**src/rtl/mem_stage_if.sv**
```systemverilog
// Data-memory port between the MEM stage (master) and the data memory (slave):
// a req/gnt request phase followed by an rvalid response phase for loads.
interface mem_stage_if #(
  parameter int XLEN = 32
);
  logic            dmem_req;
  logic            dmem_we;
  logic [XLEN-1:0] dmem_addr;
  logic [XLEN-1:0] dmem_wdata;
  logic [3:0]      dmem_wstrb;
  logic            dmem_gnt;
  logic            dmem_rvalid;
  logic [XLEN-1:0] dmem_rdata;

  modport master (
    output dmem_req, dmem_we, dmem_addr, dmem_wdata, dmem_wstrb,
    input  dmem_gnt, dmem_rvalid, dmem_rdata
  );

  modport slave (
    input  dmem_req, dmem_we, dmem_addr, dmem_wdata, dmem_wstrb,
    output dmem_gnt, dmem_rvalid, dmem_rdata
  );
endinterface

```
**src/rtl/mem_stage.sv**
```systemverilog
// RV32I memory stage: issues aligned loads/stores, lane-shifts store data,
// extends load data and registers the MEM/WB boundary.
module mem_stage #(
  parameter int XLEN = 32
) (
  input  logic            clk,
  input  logic            rst,
  input  logic [XLEN-1:0] alu_result_in,
  input  logic [XLEN-1:0] store_data_in,
  input  logic [4:0]      rd_in,
  input  logic            valid_in,
  input  logic            reg_write_in,
  input  logic [1:0]      wb_sel_in,
  input  logic            mem_read_in,
  input  logic            mem_write_in,
  input  logic [2:0]      funct3_in,
  output logic            mem_stall,
  mem_stage_if.master     dmem,
  output logic [XLEN-1:0] alu_result_out,
  output logic [XLEN-1:0] mem_data_out,
  output logic [4:0]      rd_out,
  output logic            valid_out,
  output logic            reg_write_out,
  output logic [1:0]      wb_sel_out,
  output logic            misalign_out
);

  typedef enum logic [1:0] {IDLE, REQ, WAIT} state_t;

  state_t      state, state_next;
  logic [1:0]  off;
  logic        mem_op, is_store, is_load, aligned, misalign;
  logic        req, complete;
  logic [7:0]  ld_byte;
  logic [15:0] ld_half;
  logic [XLEN-1:0] load_ext;

  assign off      = alu_result_in[1:0];
  assign mem_op   = valid_in & (mem_read_in | mem_write_in);
  // A simultaneous read+write request is handled as a store.
  assign is_store = mem_write_in;
  assign is_load  = mem_read_in & ~mem_write_in;
  assign misalign = mem_op & ~aligned;

  always_comb begin
    case (funct3_in[1:0])
      2'b00:   aligned = 1'b1;
      2'b01:   aligned = ~off[0];
      default: aligned = (off == 2'b00);
    endcase
  end

  // NOTE: every always_comb output gets a default first so no path leaves it
  // unassigned; otherwise synthesis infers a latch.
  always_comb begin
    state_next = state;
    req        = 1'b0;
    complete   = 1'b0;
    case (state)
      IDLE: begin
        if (mem_op && aligned) begin
          req = 1'b1;
          if (dmem.dmem_gnt) begin
            if (is_store) complete   = 1'b1;
            else          state_next = WAIT;
          end else begin
            state_next = REQ;
          end
        end else begin
          // Non-memory ops and misaligned faults retire without touching memory.
          complete = valid_in;
        end
      end
      REQ: begin
        req = 1'b1;
        if (dmem.dmem_gnt) begin
          if (is_store) begin
            complete   = 1'b1;
            state_next = IDLE;
          end else begin
            state_next = WAIT;
          end
        end
      end
      WAIT: begin
        if (dmem.dmem_rvalid) begin
          complete   = 1'b1;
          state_next = IDLE;
        end
      end
      default: state_next = IDLE;
    endcase
  end

  assign mem_stall     = mem_op & aligned & ~complete;
  assign dmem.dmem_req = req;
  assign dmem.dmem_we  = is_store;
  assign dmem.dmem_addr = {alu_result_in[XLEN-1:2], 2'b00};

  always_comb begin
    case (funct3_in[1:0])
      2'b00: begin
        dmem.dmem_wdata = {4{store_data_in[7:0]}};
        dmem.dmem_wstrb = 4'b0001 << off;
      end
      2'b01: begin
        dmem.dmem_wdata = {2{store_data_in[15:0]}};
        dmem.dmem_wstrb = 4'b0011 << off;
      end
      default: begin
        dmem.dmem_wdata = store_data_in;
        dmem.dmem_wstrb = 4'b1111;
      end
    endcase
  end

  assign ld_byte = dmem.dmem_rdata[{off, 3'b000} +: 8];
  assign ld_half = dmem.dmem_rdata[{off[1], 4'b0000} +: 16];

  always_comb begin
    case (funct3_in)
      3'b000:  load_ext = {{(XLEN-8){ld_byte[7]}}, ld_byte};
      3'b001:  load_ext = {{(XLEN-16){ld_half[15]}}, ld_half};
      3'b100:  load_ext = {{(XLEN-8){1'b0}}, ld_byte};
      3'b101:  load_ext = {{(XLEN-16){1'b0}}, ld_half};
      default: load_ext = dmem.dmem_rdata;
    endcase
  end

  // NOTE: sequential state uses non-blocking assignments so every register
  // samples pre-edge values regardless of statement order.
  always_ff @(posedge clk) begin
    if (!rst) state <= IDLE;
    else      state <= state_next;
  end

  always_ff @(posedge clk) begin
    if (!rst) begin
      alu_result_out <= '0;
      mem_data_out   <= '0;
      rd_out         <= '0;
      valid_out      <= 1'b0;
      reg_write_out  <= 1'b0;
      wb_sel_out     <= '0;
      misalign_out   <= 1'b0;
    end else begin
      valid_out     <= complete;
      reg_write_out <= complete & reg_write_in & ~misalign;
      misalign_out  <= complete & misalign;
      if (complete) begin
        alu_result_out <= alu_result_in;
        rd_out         <= rd_in;
        wb_sel_out     <= wb_sel_in;
        mem_data_out   <= (is_load & mem_op & ~misalign) ? load_ext : '0;
      end
    end
  end

endmodule
```
**src/flat_wrapper.sv**
```systemverilog
// flat-port wrapper written by rule: the top's interface ports become plain ports
module mem_stage_flat 
#(
  parameter int XLEN = 32
)
  (clk, rst, alu_result_in, store_data_in, rd_in, valid_in, reg_write_in, wb_sel_in, mem_read_in, mem_write_in, funct3_in, mem_stall, alu_result_out, mem_data_out, rd_out, valid_out, reg_write_out, wb_sel_out, misalign_out, dmem_dmem_req, dmem_dmem_we, dmem_dmem_addr, dmem_dmem_wdata, dmem_dmem_wstrb, dmem_dmem_gnt, dmem_dmem_rvalid, dmem_dmem_rdata);
  mem_stage_if #(.XLEN(XLEN)) dmem_i ();
  input  logic clk;
  input  logic rst;
  input  logic [XLEN-1:0] alu_result_in;
  input  logic [XLEN-1:0] store_data_in;
  input  logic [4:0] rd_in;
  input  logic valid_in;
  input  logic reg_write_in;
  input  logic [1:0] wb_sel_in;
  input  logic mem_read_in;
  input  logic mem_write_in;
  input  logic [2:0] funct3_in;
  output logic mem_stall;
  output logic [XLEN-1:0] alu_result_out;
  output logic [XLEN-1:0] mem_data_out;
  output logic [4:0] rd_out;
  output logic valid_out;
  output logic reg_write_out;
  output logic [1:0] wb_sel_out;
  output logic misalign_out;
  output wire logic [$bits(dmem_i.dmem_req)-1:0] dmem_dmem_req;
  output wire logic [$bits(dmem_i.dmem_we)-1:0] dmem_dmem_we;
  output wire logic [$bits(dmem_i.dmem_addr)-1:0] dmem_dmem_addr;
  output wire logic [$bits(dmem_i.dmem_wdata)-1:0] dmem_dmem_wdata;
  output wire logic [$bits(dmem_i.dmem_wstrb)-1:0] dmem_dmem_wstrb;
  input wire logic [$bits(dmem_i.dmem_gnt)-1:0] dmem_dmem_gnt;
  input wire logic [$bits(dmem_i.dmem_rvalid)-1:0] dmem_dmem_rvalid;
  input wire logic [$bits(dmem_i.dmem_rdata)-1:0] dmem_dmem_rdata;
  assign dmem_dmem_req = dmem_i.dmem_req;
  assign dmem_dmem_we = dmem_i.dmem_we;
  assign dmem_dmem_addr = dmem_i.dmem_addr;
  assign dmem_dmem_wdata = dmem_i.dmem_wdata;
  assign dmem_dmem_wstrb = dmem_i.dmem_wstrb;
  assign dmem_i.dmem_gnt = dmem_dmem_gnt;
  assign dmem_i.dmem_rvalid = dmem_dmem_rvalid;
  assign dmem_i.dmem_rdata = dmem_dmem_rdata;
  mem_stage #(.XLEN(XLEN)) u_core (.clk(clk), .rst(rst), .alu_result_in(alu_result_in), .store_data_in(store_data_in), .rd_in(rd_in), .valid_in(valid_in), .reg_write_in(reg_write_in), .wb_sel_in(wb_sel_in), .mem_read_in(mem_read_in), .mem_write_in(mem_write_in), .funct3_in(funct3_in), .mem_stall(mem_stall), .dmem(dmem_i), .alu_result_out(alu_result_out), .mem_data_out(mem_data_out), .rd_out(rd_out), .valid_out(valid_out), .reg_write_out(reg_write_out), .wb_sel_out(wb_sel_out), .misalign_out(misalign_out));
endmodule
```
**config.mk**
```make
export PLATFORM = sky130hd
export DESIGN_NAME = mem_stage_flat
export DESIGN_NICKNAME = d
export VERILOG_FILES = /design/src/rtl/mem_stage_if.sv /design/src/rtl/mem_stage.sv /design/src/flat_wrapper.sv
export SDC_FILE = /design/constraint.sdc
export NUM_CORES = 1
export LEC_CHECK = 0
export CORE_UTILIZATION = 35
export CTS_CLUSTER_DIAMETER = 200
export CTS_CLUSTER_SIZE = 8
export DETAILED_ROUTE_END_ITERATION = 10
export PLACE_DENSITY = 0.81
export SLEW_MARGIN = 20
export SYNTH_ARGS = -nofsm -noshare
export SYNTH_HDL_FRONTEND = slang
export SYNTH_SLANG_ARGS = --single-unit
```
**constraint.sdc**
```tcl
create_clock -name clk -period 1.8 [get_ports clk]
set_clock_uncertainty 0.2 [all_clocks]
set_input_delay 0.18 -clock clk [delete_from_list [all_inputs] [get_ports clk]]
set_output_delay 0.18 -clock clk [all_outputs]
set_load 0.01 [all_outputs]
```
==> flow_metrics.py, run 1 <==
metrics = {
    "clock_network": {
        "cts_buffer_depth": 2,
        "clock-sinks": 76,
        "cts_made_buffers": 9,
        "clk_pin_slew_ps": 60,
        "cts_tree": "yes",
        "htreeDepth": 3,
        "root_buffer": "clkbuf_16",
        "clk_latency_ps": 330,
    },
    "worst_setup_path": {
        "cp_num_buf_inv": 1,
        "end_kind": "output pin",
        "r2r_slack_ps": 40,
        "critPathMaxFanout": 2,
        "criticalPathCategory": "reg -> out",
        "crit_chain": "o211ai_1, a2bb2oi_2, and4_1, buf_2",
        "setup.worst_path.start": "u_core.state[0]",
        "r2r_cells": 6,
        "cpPeakStageDelay_ps": 320,
        "slowest_stage": "dfxtp_2",
        "cp-start-kind": "flip-flop",
        "crit_path_end": "mem_stall",
        "cpLargestDelayFamily": "compound AO/OA/AOI/OAI gates",
        "cp.arrival_ps": 1390,
        "cp_data_required_time_ps": 1420,
        "cp.depth": 4,
        "worstReg2RegStart": "u_core.state[0]",
        "r2r_end": "u_core.alu_result_out[26]",
    },
    "power": {
        "power_leakage_nw": 3.22,
        "vdd_drop_max_v": 0.000543,
        "cellPowerDensity_nw_per_um2": 660,
        "p_total_mw": 5.09,
    },
    "routing": {
        "via_per_inst": 4.91,
        "dr.first_iter.drc_count": 236,
        "dr.pass1.iters": 5,
        "wl_microns": 16100,
        "ant_nets": 0,
        "drcViolationCount": 0,
        "routedWlPerCell_microns": 17.1,
        "vias": 4643,
    },
    "timing": {
        "hold_slack_ps": 206,
        "min_period_ps": 1770,
        "finalHoldViolCount": 0,
        "rsz0062_at_grt": "yes",
        "max_clock_freq_mhz": 566,
        "setup_violations": 0,
        "report.final.slew_viol_count": 0,
        "fin_tns_setup_ps": 0,
        "post-route-period-util_pct": 98.2,
    },
    "run": {
        "cap_violations": 0,
    },
    "yosys": {
        "ys_types": 48,
        "synth_edf_count": 0,
        "synth_ff_type": "dfxtp_1",
        "synth-seq-area-share_pct": 34.3,
        "yosys-top-cells-count": "nand2_1 (115), dfxtp_1 (76), mux2i_1 (70)",
        "async_flop_share_pct": 0,
        "yosys_warnings": 0,
        "yosysMostFrequentCell": "nand2_1",
        "netlist_instances": 508,
        "synth-seq-cells": 76,
        "synth_top_area_share_pct": 34.3,
        "syn_avg_cell_area_sq_um": 8.74,
        "yosys.area.top_type": "dfxtp_1",
        "synth_area_sq_um": 4440,
        "synth_area_leaders": "dfxtp_1 (34%), mux2i_1 (16%), nand2_1 (9.7%)",
    },
    "global_route": {
        "grtUsageTotal_pct": 23.7,
        "antenna_found_initial": 0,
        "grt_pass1_wl_microns": 24000,
        "grt_pass1_vias": 4535,
        "grt_max_degree": 116,
        "grt_overflow": 0,
    },
    "final_layout": {
        "drive_gt1_share_pct": 17.5,
        "syn_to_final_growth_pct": 73.5,
        "final_nets": 887,
        "fin_area_sq_um": 7700,
        "layoutNonFillerInstCount": 945,
        "antenna_cells": 0,
    },
    "placed_design": {
        "dp_cells": 916,
        "io_buffers": 256,
        "dpl-instance-area_sq_um": 7230,
        "place_congestion": 0.940,
        "place_hpwl_microns": 12200,
    },
    "floorplan": {
        "die_w_microns": 115,
        "die_y_microns": 115,
        "start_util_pct": 36.4,
        "fp.dieArea_sq_um": 13100,
        "core_sq_um": 12200,
        "rows": 40,
        "ioPinCount": 259,
    },
    "outcome": {
        "outcome": "completed",
    },
    "min_path": {
        "hp-class": "in -> reg",
    },
}
## logic make-up after synthesis
group           count (synthesis)  share of synthesized area, %
other cells                     1                        0.0845
compound gates                 90                          14.3
flops                          76                          34.3
buf+inv                        85                          12.2
simple gates                  162                          17.0
mux                            94                          22.1
## cell usage in the layout (no fill, tap or decap), types with 3 or more instances in the layout
master           instances
clkbuf_16               11
o21a_1                   3
nor3_1                   3
dlygate4sd2_1           33
o31ai_1                  5
buf_6                    5
mux2i_1                 70
nor2b_1                  5
o211ai_1                18
o21ai_0                 24
or3_1                    5
nand2b_1                 4
dfxtp_1                 75
a211o_1                  5
mux2_2                  22
buf_12                   4
o2111ai_1                7
nand2_1                115
and2_1                   7
a31oi_1                  7
and3b_1                  8
clkdlybuf4s50_1        216
nor2_1                   4
buf_4                   63
a21oi_1                  7
o21a_4                   3
## timing repair
item / 4_1_cts / 5_1_grt
gates cloned: 4 / 3
hold buffers: 0 / 0
pin swaps: 4 / 4
setup buffers: 5 / 3
gates resized for setup: 58 / 13
endpoints found under the setup margin: 103 / 69
## routing by layer
metal | track usage (%) | routed length [microns]
met1 | 30.5 | 7120
met2 | 39.8 | 7880
met3 | 5.56 | 893
met4 | 5.97 | 241
met5 | 0 | 0
## cell type report
class	count	area [sq um]
fillers	1099	4510
repair buffers	332	3210
multi-input cells	351	2460
flip-flops and latches	76	1520
clock buffers	9	225
well taps	168	210
clock inverters	6	63.8
inverters	3	11.3
## sequential cells by signal, summed over array words and instances, names as in the netlist
| name | count |
|---|---|
| u_core.mem_data_out | 32 |
| u_core.reg_write_out | 1 |
| u_core.misalign_out | 1 |
| u_core.state | 2 |
| u_core.alu_result_out | 32 |
| u_core.valid_out | 1 |
| u_core.rd_out | 5 |
| u_core.wb_sel_out | 2 |
## where the power goes
part	internal (mW)	switching, mW	total, mW
Sequential	1.77	0.0413	1.81
Clock	1.06	0.711	1.78
Combinational	0.857	0.642	1.50
Total	3.69	1.39	5.09
## tightest hold or removal path: stages
cell and delay, ps:
clkdlybuf4s50_1 390, nand2_1 60, mux2i_1 50
## stage by stage
step | utilization, % | setup WS (ps)
3_5_place_dp | 59.2 | -622
3_3_place_gp | 59.2 | -579
6_report | 63.1 | 33.1
2_1_floorplan | - | 28.7
5_1_grt | 63.1 | -60.2
4_1_cts | 62.2 | -53.8
## worst min-delay path by stage
stage | startpoint | to | slack, ps | cells past startpoint
floorplan | alu_result_in[10] | u_core.alu_result_out[10] | 120 | 2
global placement | u_core.alu_result_out[20] | u_core.alu_result_out[20] | 240 | 2
detailed placement | u_core.alu_result_out[2] | u_core.alu_result_out[2] | 250 | 2
CTS | mem_write_in | u_core.state[1] | 200 | 3
global route | alu_result_in[2] | u_core.alu_result_out[2] | 210 | 3
finish | rd_in[1] | u_core.rd_out[1] | 210 | 3
Power figures use the tool's default switching activity.
==> run 2, diff against run 1 <==
Settings changed: PLACE_DENSITY 0.81 to not set, PLACE_DENSITY_LB_ADDON set to 0.25.
==> flow_metrics.py, run 2 (synthesized netlist as in run 1, its figures left out) <==
metrics = {
    "worst_setup_path": {
        "critPathMaxFanout": 6,
        "cp-start-kind": "flip-flop",
        "setup.worst_path.start": "u_core.state[0]",
        "slowest_stage": "dfxtp_2",
        "cp_num_buf_inv": 2,
        "cp_data_required_time_ps": 1810,
        "cpPeakStageDelay_ps": 320,
        "worstReg2RegStart": "u_core.state[0]",
        "cpLargestDelayFamily": "compound AO/OA/AOI/OAI gates",
        "cp.depth": 6,
        "r2r_cells": 6,
        "cp.arrival_ps": 1830,
        "crit_chain": "o211ai_1, a2bb2oi_2, buf_6, o21a_4, buf_12, mux2_4",
        "criticalPathCategory": "reg -> reg",
        "end_kind": "flip-flop",
    },
    "min_path": {
        "hp-class": "in -> reg",
        "min_from": "rd_in[0]",
        "hold_depth": 3,
    },
    "clock_network": {
        "clk_pin_slew_ps": 60,
        "hold_buffers": 0,
        "cts_tree": "yes",
        "cts_buffer_depth": 2,
        "clock-sinks": 76,
        "htreeDepth": 3,
        "root_buffer": "clkbuf_16",
        "clk_latency_ps": 330,
        "cts_made_buffers": 9,
    },
    "timing": {
        "fin_tns_setup_ps": -117,
        "finalHoldViolCount": 0,
        "setup_violations": 9,
        "hold_slack_ps": 197,
        "max_clock_freq_mhz": 550,
        "report.final.slew_viol_count": 0,
        "fin_ws_ps": -18.8,
        "rsz0062_at_grt": "yes",
        "post-route-period-util_pct": 101,
        "min_period_ps": 1820,
    },
    "final_layout": {
        "drive_gt1_share_pct": 18.0,
        "syn_to_final_growth_pct": 76.4,
        "antenna_cells": 0,
        "final_nets": 888,
        "reg.largest.list": "u_core.alu_result_out: 32 flops, u_core.mem_data_out: 32 flops, u_core.rd_out: 5 flops",
        "final_common_cell": "clkdlybuf4s50_1",
        "fillers": 1045,
        "final_cell_mix": "clkdlybuf4s50_1 (214), nand2_1 (114), dfxtp_1 (75), mux2i_1 (70), buf_4 (62)",
        "regArea_sq_um": 1520,
        "multi_input_area_sq_um": 2450,
    },
    "global_route": {
        "grt_util_met3_pct": 5.08,
        "grt_overflow": 0,
        "grt_util_met1_pct": 25.3,
        "antenna_found_initial": 0,
        "grt_use_met2_pct": 44.0,
        "grtUsageTotal_pct": 23.5,
        "grt_pass1_wl_microns": 23900,
        "grt_max_degree": 116,
        "busiest_layer": "met2",
        "grt_pass1_vias": 4718,
    },
    "power": {
        "p_total_mw": 5.27,
        "internal_power_mw": 3.88,
        "cellPowerDensity_nw_per_um2": 673,
        "vdd_drop_max_v": 0.000388,
        "pwr-share-comb_pct": 28.9,
        "swShare_pct": 26.4,
        "power_leakage_nw": 3.32,
        "p_clk_share_pct": 36.6,
        "pwr-share-seq_pct": 34.4,
        "p_sw_mw": 1.39,
    },
    "floorplan": {
        "start_util_pct": 36.4,
        "fp.dieArea_sq_um": 13100,
        "rows": 40,
        "die_y_microns": 115,
        "core_sq_um": 12200,
        "die_w_microns": 115,
        "ioPinCount": 259,
    },
    "routing": {
        "drcViolationCount": 0,
        "via_per_inst": 5.00,
        "dr.pass1.iters": 4,
        "routedWlPerCell_microns": 16.5,
        "wl_microns": 15600,
        "dr.first_iter.drc_count": 214,
        "ant_nets": 0,
        "vias": 4732,
    },
    "placed_design": {
        "place_hpwl_microns": 11600,
        "place_congestion": 0.850,
        "io_buffers": 256,
    },
    "outcome": {
        "outcome": "complete, but fails checks",
        "violations": "negative setup slack",
    },
    "run": {
        "cap_violations": 0,
    },
}
## run 2: cell types whose count changed in the layout (fill, tap and decap cells not counted), sizes merged
cell	previous run	this run
dlygate4sd2	33	26
buf	76	81
clkdlybuf4s15	1	5
dlymetal6s2s	2	6
clkbuf	13	11
clkdlybuf4s50	216	214
bufbuf	0	1
bufinv	1	2
clkinvlp	2	1
o21a	6	5
## run 2: cell type report
class                      count  area share (%)
timing repair buffer         334            42.4
multi-input combinational    350            31.3
sequential                    76            19.4
clock buffer                  10            2.92
tap                          168            2.68
clock inverter                 6            1.10
inverter                       3           0.144
## run 2: final timing paths
check	endpoint	slack, ps
setup / recovery	u_core.mem_data_out[14]	-20
hold / removal	u_core.rd_out[0]	200
setup reg to reg	u_core.mem_data_out[14]	-20
hold reg to reg	u_core.rd_out[3]	260
## run 2: power by group through the flow
stage	logic, mW	registers [mW]	clock network (mW)
2_1_floorplan	0.603	1.89	0
5_1_grt	1.62	1.83	2.05
6_report	1.53	1.82	1.93
3_3_place_gp	1.39	1.85	0
3_5_place_dp	1.42	1.85	0
4_1_cts	1.52	1.82	1.98
## run 2: worst reg2reg max path: stages (launching register included)
cell,delay (ps)
dfxtp_2,320
o211ai_1,220
a2bb2oi_2,190
buf_6,140
o21a_4,180
buf_12,150
mux2_4,300
## run 2: metrics by stage
| stage | std cells | worst slack, ps | instance area, sq um | util (%) |
|---|---|---|---|---|
| 2_1_floorplan | 509 | 28.7 | 4440 | - |
| 3_3_place_gp | 909 | -478 | 7200 | 59.0 |
| 3_5_place_dp | 909 | -518 | 7200 | 59.0 |
| 4_1_cts | 942 | -92.1 | 7780 | 63.7 |
| 5_1_grt | 947 | -79.0 | 7830 | 64.1 |
| 6_report | 947 | -18.8 | 7830 | 64.1 |
## run 2: what timing repair did
action | in CTS | in global routing
pin swaps | 7 | 2
setup buffers | 12 | 5
setup endpoints to repair | 102 | 74
gates resized for setup | 72 | 14
cloned | 6 | 0
## run 2: layer usage
metal | wire, microns | vias to the layer above
met5 | 0 | -
met4 | 476 | 0
met3 | 1010 | 34
met2 | 8110 | 215
met1 | 5980 | 2211
li1 | - | 2272
==> run 3, diff against run 2 <==
Settings changed: REMOVE_ABC_BUFFERS set to 1, TNS_END_PERCENT set to 10.
==> flow_metrics.py, run 3 (synthesized netlist as in run 1, its figures left out) <==
metrics = {
    "worst_setup_path": {
        "critPathMaxFanout": 7,
        "r2r_cells": 6,
        "setup.worst_path.start": "u_core.state[0]",
        "cp_data_required_time_ps": 1820,
        "cp.arrival_ps": 1870,
        "crit_path_end": "u_core.mem_data_out[11]",
        "end_kind": "flip-flop",
        "worstReg2RegStart": "u_core.state[0]",
        "criticalPathCategory": "reg -> reg",
        "r2r_slack_ps": -50,
        "cp-start-kind": "flip-flop",
        "r2r_end": "u_core.mem_data_out[11]",
    },
    "routing": {
        "ant_nets": 0,
        "dr.first_iter.drc_count": 241,
        "routedWlPerCell_microns": 17.1,
        "via_per_inst": 4.97,
        "wl_met1_microns": 6060,
        "top_layer_used": "met4",
        "wl_met3_microns": 1430,
        "drcViolationCount": 0,
        "wl_met2_microns": 8190,
        "wl_microns": 16000,
        "vias": 4633,
        "dr.pass1.iters": 4,
    },
    "floorplan": {
        "fp.dieArea_sq_um": 13100,
        "rows": 40,
        "start_util_pct": 36.4,
        "core_sq_um": 12200,
        "die_w_microns": 115,
        "die_y_microns": 115,
        "ioPinCount": 259,
    },
    "timing": {
        "fin_ws_ps": -52.3,
        "max_clock_freq_mhz": 540,
        "finalHoldViolCount": 0,
        "setup_violations": 9,
        "fin_tns_setup_ps": -367,
        "report.final.slew_viol_count": 0,
        "post-route-period-util_pct": 103,
        "min_period_ps": 1850,
        "rsz0062_at_grt": "yes",
    },
    "final_layout": {
        "syn_to_final_growth_pct": 74.3,
        "reg.largest.list": "u_core.alu_result_out: 32 flops, u_core.mem_data_out: 32 flops, u_core.rd_out: 5 flops",
        "drive_gt1_share_pct": 17.3,
        "multi_input_area_sq_um": 2470,
        "antenna_cells": 0,
        "regArea_sq_um": 1520,
        "fillers": 1081,
        "final_cell_mix": "clkdlybuf4s50_1 (220), nand2_1 (114), dfxtp_1 (75), mux2i_1 (69), buf_4 (50)",
        "fin_area_sq_um": 7740,
        "final_nets": 874,
        "final_common_cell": "clkdlybuf4s50_1",
    },
    "clock_network": {
        "clock-sinks": 76,
        "clk_latency_ps": 330,
        "root_buffer": "clkbuf_16",
        "cts_buffer_depth": 2,
        "cts_tree": "yes",
        "cts_made_buffers": 9,
        "hold_buffers": 0,
        "clk_pin_slew_ps": 60,
        "htreeDepth": 3,
    },
    "outcome": {
        "outcome": "complete, but fails checks",
        "violations": "negative setup slack",
    },
    "global_route": {
        "antenna_found_initial": 0,
        "grtUsageTotal_pct": 22.7,
        "grt_pass1_vias": 4600,
        "grt_max_degree": 64,
        "grt_overflow": 0,
        "grt_pass1_wl_microns": 23000,
    },
    "placed_design": {
        "place_hpwl_microns": 12000,
        "io_buffers": 256,
        "place_congestion": 0.799,
        "dpl-instance-area_sq_um": 7220,
    },
    "power": {
        "swShare_pct": 27.1,
        "vdd_drop_max_v": 0.000414,
        "pwr-share-seq_pct": 35.3,
        "p_total_mw": 5.14,
        "p_sw_mw": 1.39,
        "internal_power_mw": 3.75,
        "cellPowerDensity_nw_per_um2": 664,
        "power_leakage_nw": 3.25,
        "pwr-share-comb_pct": 28.9,
        "p_clk_share_pct": 35.8,
    },
    "run": {
        "cap_violations": 0,
    },
    "min_path": {
        "hp-class": "in -> reg",
    },
}
[run 3: how the worst min path moves through the flow]
stage,from,endpoint,cells past startpoint,slack [ps]
after floorplan,rst,u_core.state[1],1,100
after global placement,u_core.alu_result_out[29],u_core.alu_result_out[29],2,250
after detailed placement,u_core.alu_result_out[24],u_core.alu_result_out[24],2,250
after CTS,rst,u_core.state[1],3,180
after global routing,alu_result_in[1],u_core.alu_result_out[1],4,90
final,alu_result_in[1],u_core.alu_result_out[1],4,70
[run 3: worst max-delay path, cell delays in order, from the launching register on]
cell	delay, ps
dfxtp_2	320
o211ai_1	200
a2bb2oi_2	180
buf_4	150
o21a_4	220
buf_12	160
mux2_4	300
[run 3: area by class of cell]
class                      count  area share [%]
clock inverter                 5           0.776
multi-input combinational    349            32.0
clock buffer                  11            3.14
timing repair buffer         321            41.6
sequential                    76            19.7
inverter                       3           0.146
tap                          168            2.72
[run 3: metrics by stage]
stage          utilization (%)  hold slack, ps  worst slack (ps)  cells
4_1_cts                   61.7             180              -174    925
3_5_place_dp              59.1             251              -571    909
3_3_place_gp              59.1             246              -524    909
2_1_floorplan                -            97.5             -2000    427
6_report                  63.4            74.3             -52.3    933
5_1_grt                   63.4            88.5              -107    933
[run 3: what timing repair did]
item	4_1_cts	5_1_grt
resized for setup	46	30
pin swaps	2	2
cloned	0	5
endpoints found under the setup margin	100	81
setup buffers	0	3
[run 3: power groups by stage]
stage / Clock (mW) / Sequential (mW) / Combinational [mW]
global placement: 0 / 1.85 / 1.40
CTS: 1.87 / 1.81 / 1.41
floorplan: 0 / 1.89 / 0.435
global route: 1.96 / 1.82 / 1.58
finish: 1.84 / 1.81 / 1.49
detailed placement: 0 / 1.85 / 1.43
[run 3: layer usage]
metal | global-route usage (%) | vias up
met5 | 0 | -
met4 | 6.15 | 0
met3 | 8.15 | 22
met2 | 42.3 | 213
met1 | 24.1 | 2157
li1 | - | 2241
